### config.mk
export PLATFORM = sky130hd
export DESIGN_NAME = karatsuba_dot_accumulator
export DESIGN_NICKNAME = d
export VERILOG_FILES = /design/src/rtl/karatsuba_dot_accumulator.sv
export SDC_FILE = /design/constraint.sdc
export NUM_CORES = 1
export LEC_CHECK = 0
export CORE_ASPECT_RATIO = 0.5
export CORE_UTILIZATION = 50
export CTS_CLUSTER_DIAMETER = 50
export DETAILED_ROUTE_END_ITERATION = 10
export PLACE_DENSITY = 0.86
export SLEW_MARGIN = 20
export SYNTH_ARGS = -nofsm -noshare
export SYNTH_HDL_FRONTEND = slang
export SYNTH_SLANG_ARGS = --single-unit
### constraint.sdc
create_clock -name clk -period 3.3 [get_ports clk]
set_input_delay 0.66 -clock clk [delete_from_list [all_inputs] [get_ports clk]]
set_output_delay 0.66 -clock clk [all_outputs]
set_load 0.02 [all_outputs]
### src/rtl/karatsuba_dot_accumulator.sv
// Accumulate half of the MAC datapath: sums a programmed number of unsigned
// products from the Karatsuba multiplier and hands the wide result downstream.
module karatsuba_dot_accumulator #(
   parameter int unsigned PROD_W = 64,
   parameter int unsigned ACC_W  = 72,
   parameter int unsigned CNT_W  = 8
) (
   input  logic              clk,
   input  logic              rst,
   input  logic              start,
   input  logic [CNT_W-1:0]  len,
   input  logic              prod_valid,
   input  logic [PROD_W-1:0] prod_data,
   output logic              prod_ready,
   output logic              acc_valid,
   output logic [ACC_W-1:0]  acc_data,
   input  logic              acc_ready,
   output logic              overflow,
   output logic              busy
);

   localparam int unsigned SUM_W = ACC_W + 1;

   typedef enum logic [1:0] {
      S_IDLE  = 2'd0,
      S_ACCUM = 2'd1,
      S_HOLD  = 2'd2
   } state_t;

   state_t             state_q, state_d;
   logic [ACC_W-1:0]   acc_q, acc_d;
   logic [CNT_W-1:0]   rem_q, rem_d;
   logic               ovf_q, ovf_d;
   logic [SUM_W-1:0]   sum;

   // Extra top bit of the sum is the carry out that feeds the sticky overflow.
   assign sum = {1'b0, acc_q} + SUM_W'(prod_data);

   always_comb begin
      state_d    = state_q;
      acc_d      = acc_q;
      rem_d      = rem_q;
      ovf_d      = ovf_q;
      prod_ready = 1'b0;
      acc_valid  = 1'b0;
      case (state_q)
         S_IDLE: begin
            if (start) begin
               acc_d   = '0;
               ovf_d   = 1'b0;
               rem_d   = len;
               state_d = (len == '0) ? S_HOLD : S_ACCUM;
            end
         end
         S_ACCUM: begin
            prod_ready = 1'b1;
            if (prod_valid) begin
               acc_d = sum[ACC_W-1:0];
               ovf_d = ovf_q | sum[ACC_W];
               rem_d = rem_q - CNT_W'(1);
               if (rem_q == CNT_W'(1)) begin
                  state_d = S_HOLD;
               end
            end
         end
         S_HOLD: begin
            acc_valid = 1'b1;
            if (acc_ready) begin
               state_d = S_IDLE;
            end
         end
         default: state_d = S_IDLE;
      endcase
   end

   always_ff @(posedge clk) begin
      if (rst) begin
         state_q <= S_IDLE;
         acc_q   <= '0;
         rem_q   <= '0;
         ovf_q   <= 1'b0;
      end else begin
         state_q <= state_d;
         acc_q   <= acc_d;
         rem_q   <= rem_d;
         ovf_q   <= ovf_d;
      end
   end

   assign acc_data = acc_q;
   assign overflow = ovf_q;
   assign busy     = (state_q != S_IDLE);

endmodule
* Word level (Yosys, flattened, before mapping)
Index checks and enable logic that the tools add are counted.
** Word-level totals
- Flip-flop bits (word level) :: 83
- Logic and storage cells :: 37
** Operators by class
- Add/subtract/negate cells :: 2
- Equal/unequal tests :: 7
- Mux-type cells :: 17
- Bitwise operators :: 1
- Reductions and logical operators :: 6
** Operator list (count)
- 2-to-1 mux 72 bit :: 2
- case mux 72 bit (2 select lines) :: 1
- adder 72 x 64 -> 73 bit :: 1
- 2-to-1 mux 8 bit :: 2
- case mux 8 bit (2 select lines) :: 1
- 2-to-1 mux 2 bit :: 5
- == test 8 x 1 -> 1 bit (second input constant) :: 1
- zero test 8 bit :: 1
- != test 2 bit (second input constant) :: 4
- subtractor 8 x 1 -> 8 bit (second input constant) :: 1
- case mux 2 bit (3 select lines) :: 1
- 2-to-1 mux 1 bit :: 4
- AND reduction 4 bit :: 1
- nonzero test 2 bit :: 2
- AND reduction 3 bit :: 1
- == test 2 x 1 -> 1 bit (second input constant) :: 1
- == test 2 bit (second input constant) :: 1
- zero test 2 bit :: 1
- case mux 1 bit (2 select lines) :: 1
- OR 1 bit :: 1

* Longest topological paths before layout
- Depth in word-level cells :: 4
- Mapped depth :: 12
- Depth with buffers taken out :: 11

* Worst setup path after synthesis
Ideal clock, no wire load.
- Kind :: input -> register
- Start :: input prod_data[43]
- End :: register acc_q[68] (netlist: acc_data[68])
- Library setup time :: 0.120 ns
- Data arrival time :: 2.921 ns
- Path slack :: 0.259 ns
- Stages :: 11
- Path buffers :: 1
- Cell sequence :: ha_1 > buf_6 > a21o_1 > a21o_1 > a221o_1 > a221o_1 > a2111oi_2 > nor2_1 > a31oi_4 > or3_1 > a21oi_1
** Between the ends
- Cells in the longest elaborated chain, start to end :: 3
** Ends and longest elaborated chain
- start: declaration :: RTL line 13 : input logic [PROD_W-1:0] prod_data,
- adder 72 x 64 -> 73 bit :: RTL line 37 : assign sum = {1'b0, acc_q} + SUM_W'(prod_data);
- 2-to-1 mux 72 bit :: RTL line 57 : if (prod_valid) begin
- case mux 72 bit (2 select lines) :: RTL line 46 : case (state_q)
- end signal: assignment :: RTL line 79 : acc_q <= '0;
- end signal: assignment :: RTL line 84 : acc_q <= acc_d;
- end: declaration :: RTL line 31 : logic [ACC_W-1:0] acc_q, acc_d;
No other way between the ends. The select of a mux whose other input is x is not followed.
A chain may end at the register's enable or synchronous reset.

* Worst setup path in the final report
- Start :: input prod_data[12]
- End :: register acc_q[40] (netlist: acc_data[40])
Same word-level chain as after synthesis.

==> flow_metrics.py <==
metrics = {
    "power": {
        "powerDensity_mw_per_mm2": 344,
        "leakagePower_uw": 0.00453,
        "peakVddDrop_mv": 0.232,
    },
    "status": {
        "violations": "negative setup slack",
        "status": "complete, but fails checks",
    },
    "clock_network": {
        "cts_num_sinks": 83,
        "clk_latency_ps": 360,
        "numCtsBuffers": 9,
        "path_clk_slew_ps": 70,
        "clockBufferDepth": 2,
        "root_buffer": "clkbuf_16",
        "htree_levels": 3,
        "cts_tree": "done",
    },
    "global_route": {
        "grtUsageTotal_pct": 33.6,
        "grt_pass1_wl_um": 39200,
        "antenna_found_initial": 0,
        "grt_start_max_net_pins": 35,
        "grt.overflow.total": 0,
        "first_global_vias": 8216,
    },
    "sta": {
        "hold_viol_final": 0,
        "slew_violations": 0,
        "relSlewSlack_pct": 30.4,
        "max_freq_mhz": 298,
        "rsz0062_at_grt": "true",
        "setup_viol": 7,
        "finClkSkew_ps": 6.18,
        "worstMarginPinSlew_ps": 1040,
        "finalCritPeriodShare_pct": 102,
        "setup_slack_ps": -57.7,
        "fin_setup_tns_ps": -189,
        "finalCriticalPeriod_ps": 3360,
    },
    "logic_synthesis": {
        "synth_edf_count": 0,
        "synth_top_area_share_pct": 24.0,
        "synth_common_cells": "nand2_1 (115), a21oi_1 (99), o21ai_0 (93)",
        "syn_area_per_cell_um2": 7.40,
        "yosysWarnings": 0,
        "synth_cells": 936,
        "synth.net_count": 1080,
        "synth_top_area_cell": "dfxtp_1",
        "ys_async_sr_fraction_pct": 0,
        "synth_seq_cells": 83,
        "synthTopCellsByArea": "dfxtp_1 (24%), ha_1 (12%), a21oi_1 (7.1%)",
        "synth.distinct_cells": 66,
        "synth_most_common_cell": "nand2_1",
        "ys.flop_type": "dfxtp_1",
        "synth_area_mm2": 0.00693,
        "synth-seq-area-share_pct": 24.0,
    },
    "route": {
        "avgRoutedWirePerCell_um": 19.0,
        "vias": 9101,
        "ant_nets": 0,
        "wirelength_um": 27700,
        "drc_errors": 0,
        "drt_iter0_drc": 847,
        "via_per_inst": 6.25,
        "dr.pass1.iters": 6,
    },
    "worst_setup_path": {
        "crit_arrival_ps": 3590,
        "r2r_end": "acc_data[40]$_SDFFE_PP0P_",
        "rrSetupSlack_ps": 320,
        "r2r_start": "acc_data[0]$_SDFFE_PP0P_",
        "critPathLaunch": "prod_data[12]",
        "endpoint": "acc_data[40]$_SDFFE_PP0P_",
        "cp_max_fo": 4,
        "worstPathRequired_ps": 3530,
        "r2r_cells": 12,
        "endpoint_kind": "register",
        "critPathLaunchType": "input pin",
        "setup.worst_path.class": "input pin to register",
    },
    "layout": {
        "fin_area_mm2": 0.0109,
        "nets": 1410,
        "final_core_util_pct": 83.3,
        "antenna_cells": 0,
        "syn_to_final_growth_pct": 57.4,
        "drive_gt1_share_pct": 24.6,
    },
    "placed_design": {
        "place.gp.congestion": 0.964,
        "port_buffers": 152,
        "place_hpwl_um": 18700,
        "place_area_mm2": 0.0100,
    },
    "floorplanning": {
        "start_util_pct": 52.9,
        "coreArea_mm2": 0.0131,
        "dieArea_mm2": 0.0144,
        "die_h_um": 85.3,
        "pin_count": 153,
        "rows": 29,
        "fp.dieW_um": 169,
    },
    "run": {
        "drv_cap": 0,
    },
    "worst_hold_path": {
        "hold_path.class": "register to register",
    },
}
==> through the flow <==
step           total power (uW)  std cells  worst slack, ps  hold WS (ps)
2_1_floorplan              1920        936              259           445
5_1_grt                    3890       1457             -130           489
3_3_place_gp               2520       1429             -399           444
4_1_cts                    3600       1447             1.98           472
3_5_place_dp               2560       1429             -491           462
6_report                   3750       1457            -57.7           468
==> where the power goes <==
group	internal, uW	switching (uW)	leakage (uW)
Combinational	737	837	0.00372
Sequential	1070	74.2	0.000674
Clock	527	505	0.000139
Total	2330	1420	0.00453
==> state kept, by name (all words and copies together) (netlist names) <==
register  count
overflow      1
rem_q         8
state_q       2
acc_data     72
==> cell usage in the layout, fill, tap and decap left out, drive strengths merged, types with 31 or more instances in the layout <==
| cell | n |
|---|---|
| buf | 217 |
| nand2 | 115 |
| dfxtp | 83 |
| nor2 | 83 |
| clkdlybuf4s50 | 145 |
| ha | 66 |
| o21ai | 103 |
| a21oi | 100 |
| xnor2 | 31 |
| nand4 | 33 |
==> critical path, stage by stage <==
cell and delay, ps:
clkdlybuf4s50_1 420, ha_1 370, a21oi_2 250, nand2_1 110, a211oi_2 360, a21oi_2 130, o2bb2ai_2 300, o31a_1 360
buf_4 190, o21ai_0 150, xnor2_1 190, o21ai_0 100
==> logic make-up (layout without fill, tap and decap cells) <==
kind of cell	after synthesis	count (layout)	share of synthesized area, %
muxes	1	1	0.144
buffers and inverters	70	405	4.30
xor gates and xnor gates	56	56	7.08
AOI/OAI and AO/OA	331	331	30.3
DFF	83	83	24.0
adders and majority gates	67	67	12.2
and+or+nand+nor	328	328	22.0
==> how the worst min path moves through the flow <==
stage                                startpoint                     to  slack [ps]  cells past startpoint
after floorplan           rem_q[1]$_SDFFE_PP0P_  rem_q[1]$_SDFFE_PP0P_         450                      2
after global placement    overflow$_SDFFE_PP0P_  overflow$_SDFFE_PP0P_         440                      2
after detailed placement  overflow$_SDFFE_PP0P_  overflow$_SDFFE_PP0P_         460                      2
after CTS                 overflow$_SDFFE_PP0P_  overflow$_SDFFE_PP0P_         470                      2
after global routing      overflow$_SDFFE_PP0P_  overflow$_SDFFE_PP0P_         490                      2
final                     overflow$_SDFFE_PP0P_  overflow$_SDFFE_PP0P_         470                      2
==> layout make-up <==
type	count	area [um2]
multi-input combinational	783	5490
timing repair buffer	369	3170
fill	778	2190
sequential	83	1660
tap	186	233
clock buffer	9	225
inverter	20	75.1
clock inverter	7	58.8
==> layer usage <==
layer  part of all wire, %  track usage (%)  vias to the layer above  wire [um]
met5                     0                0                        -          0
met4                   5.0             12.4                        0       1380
met3                   8.6             6.16                      163       2400
met2                    46             56.5                      633      12700
met1                    40             43.1                     4204      11200
li1                      -                -                     4101          -
==> repair_timing <==
action | 4_1_cts | 5_1_grt
gates resized for setup | 12 | 87
pin swaps | 8 | 34
buffers inserted | 2 | 11
setup endpoints to repair | 15 | 35
hold buffers | 0 | 0
No activity file was read; power rests on OpenSTA's default activity.
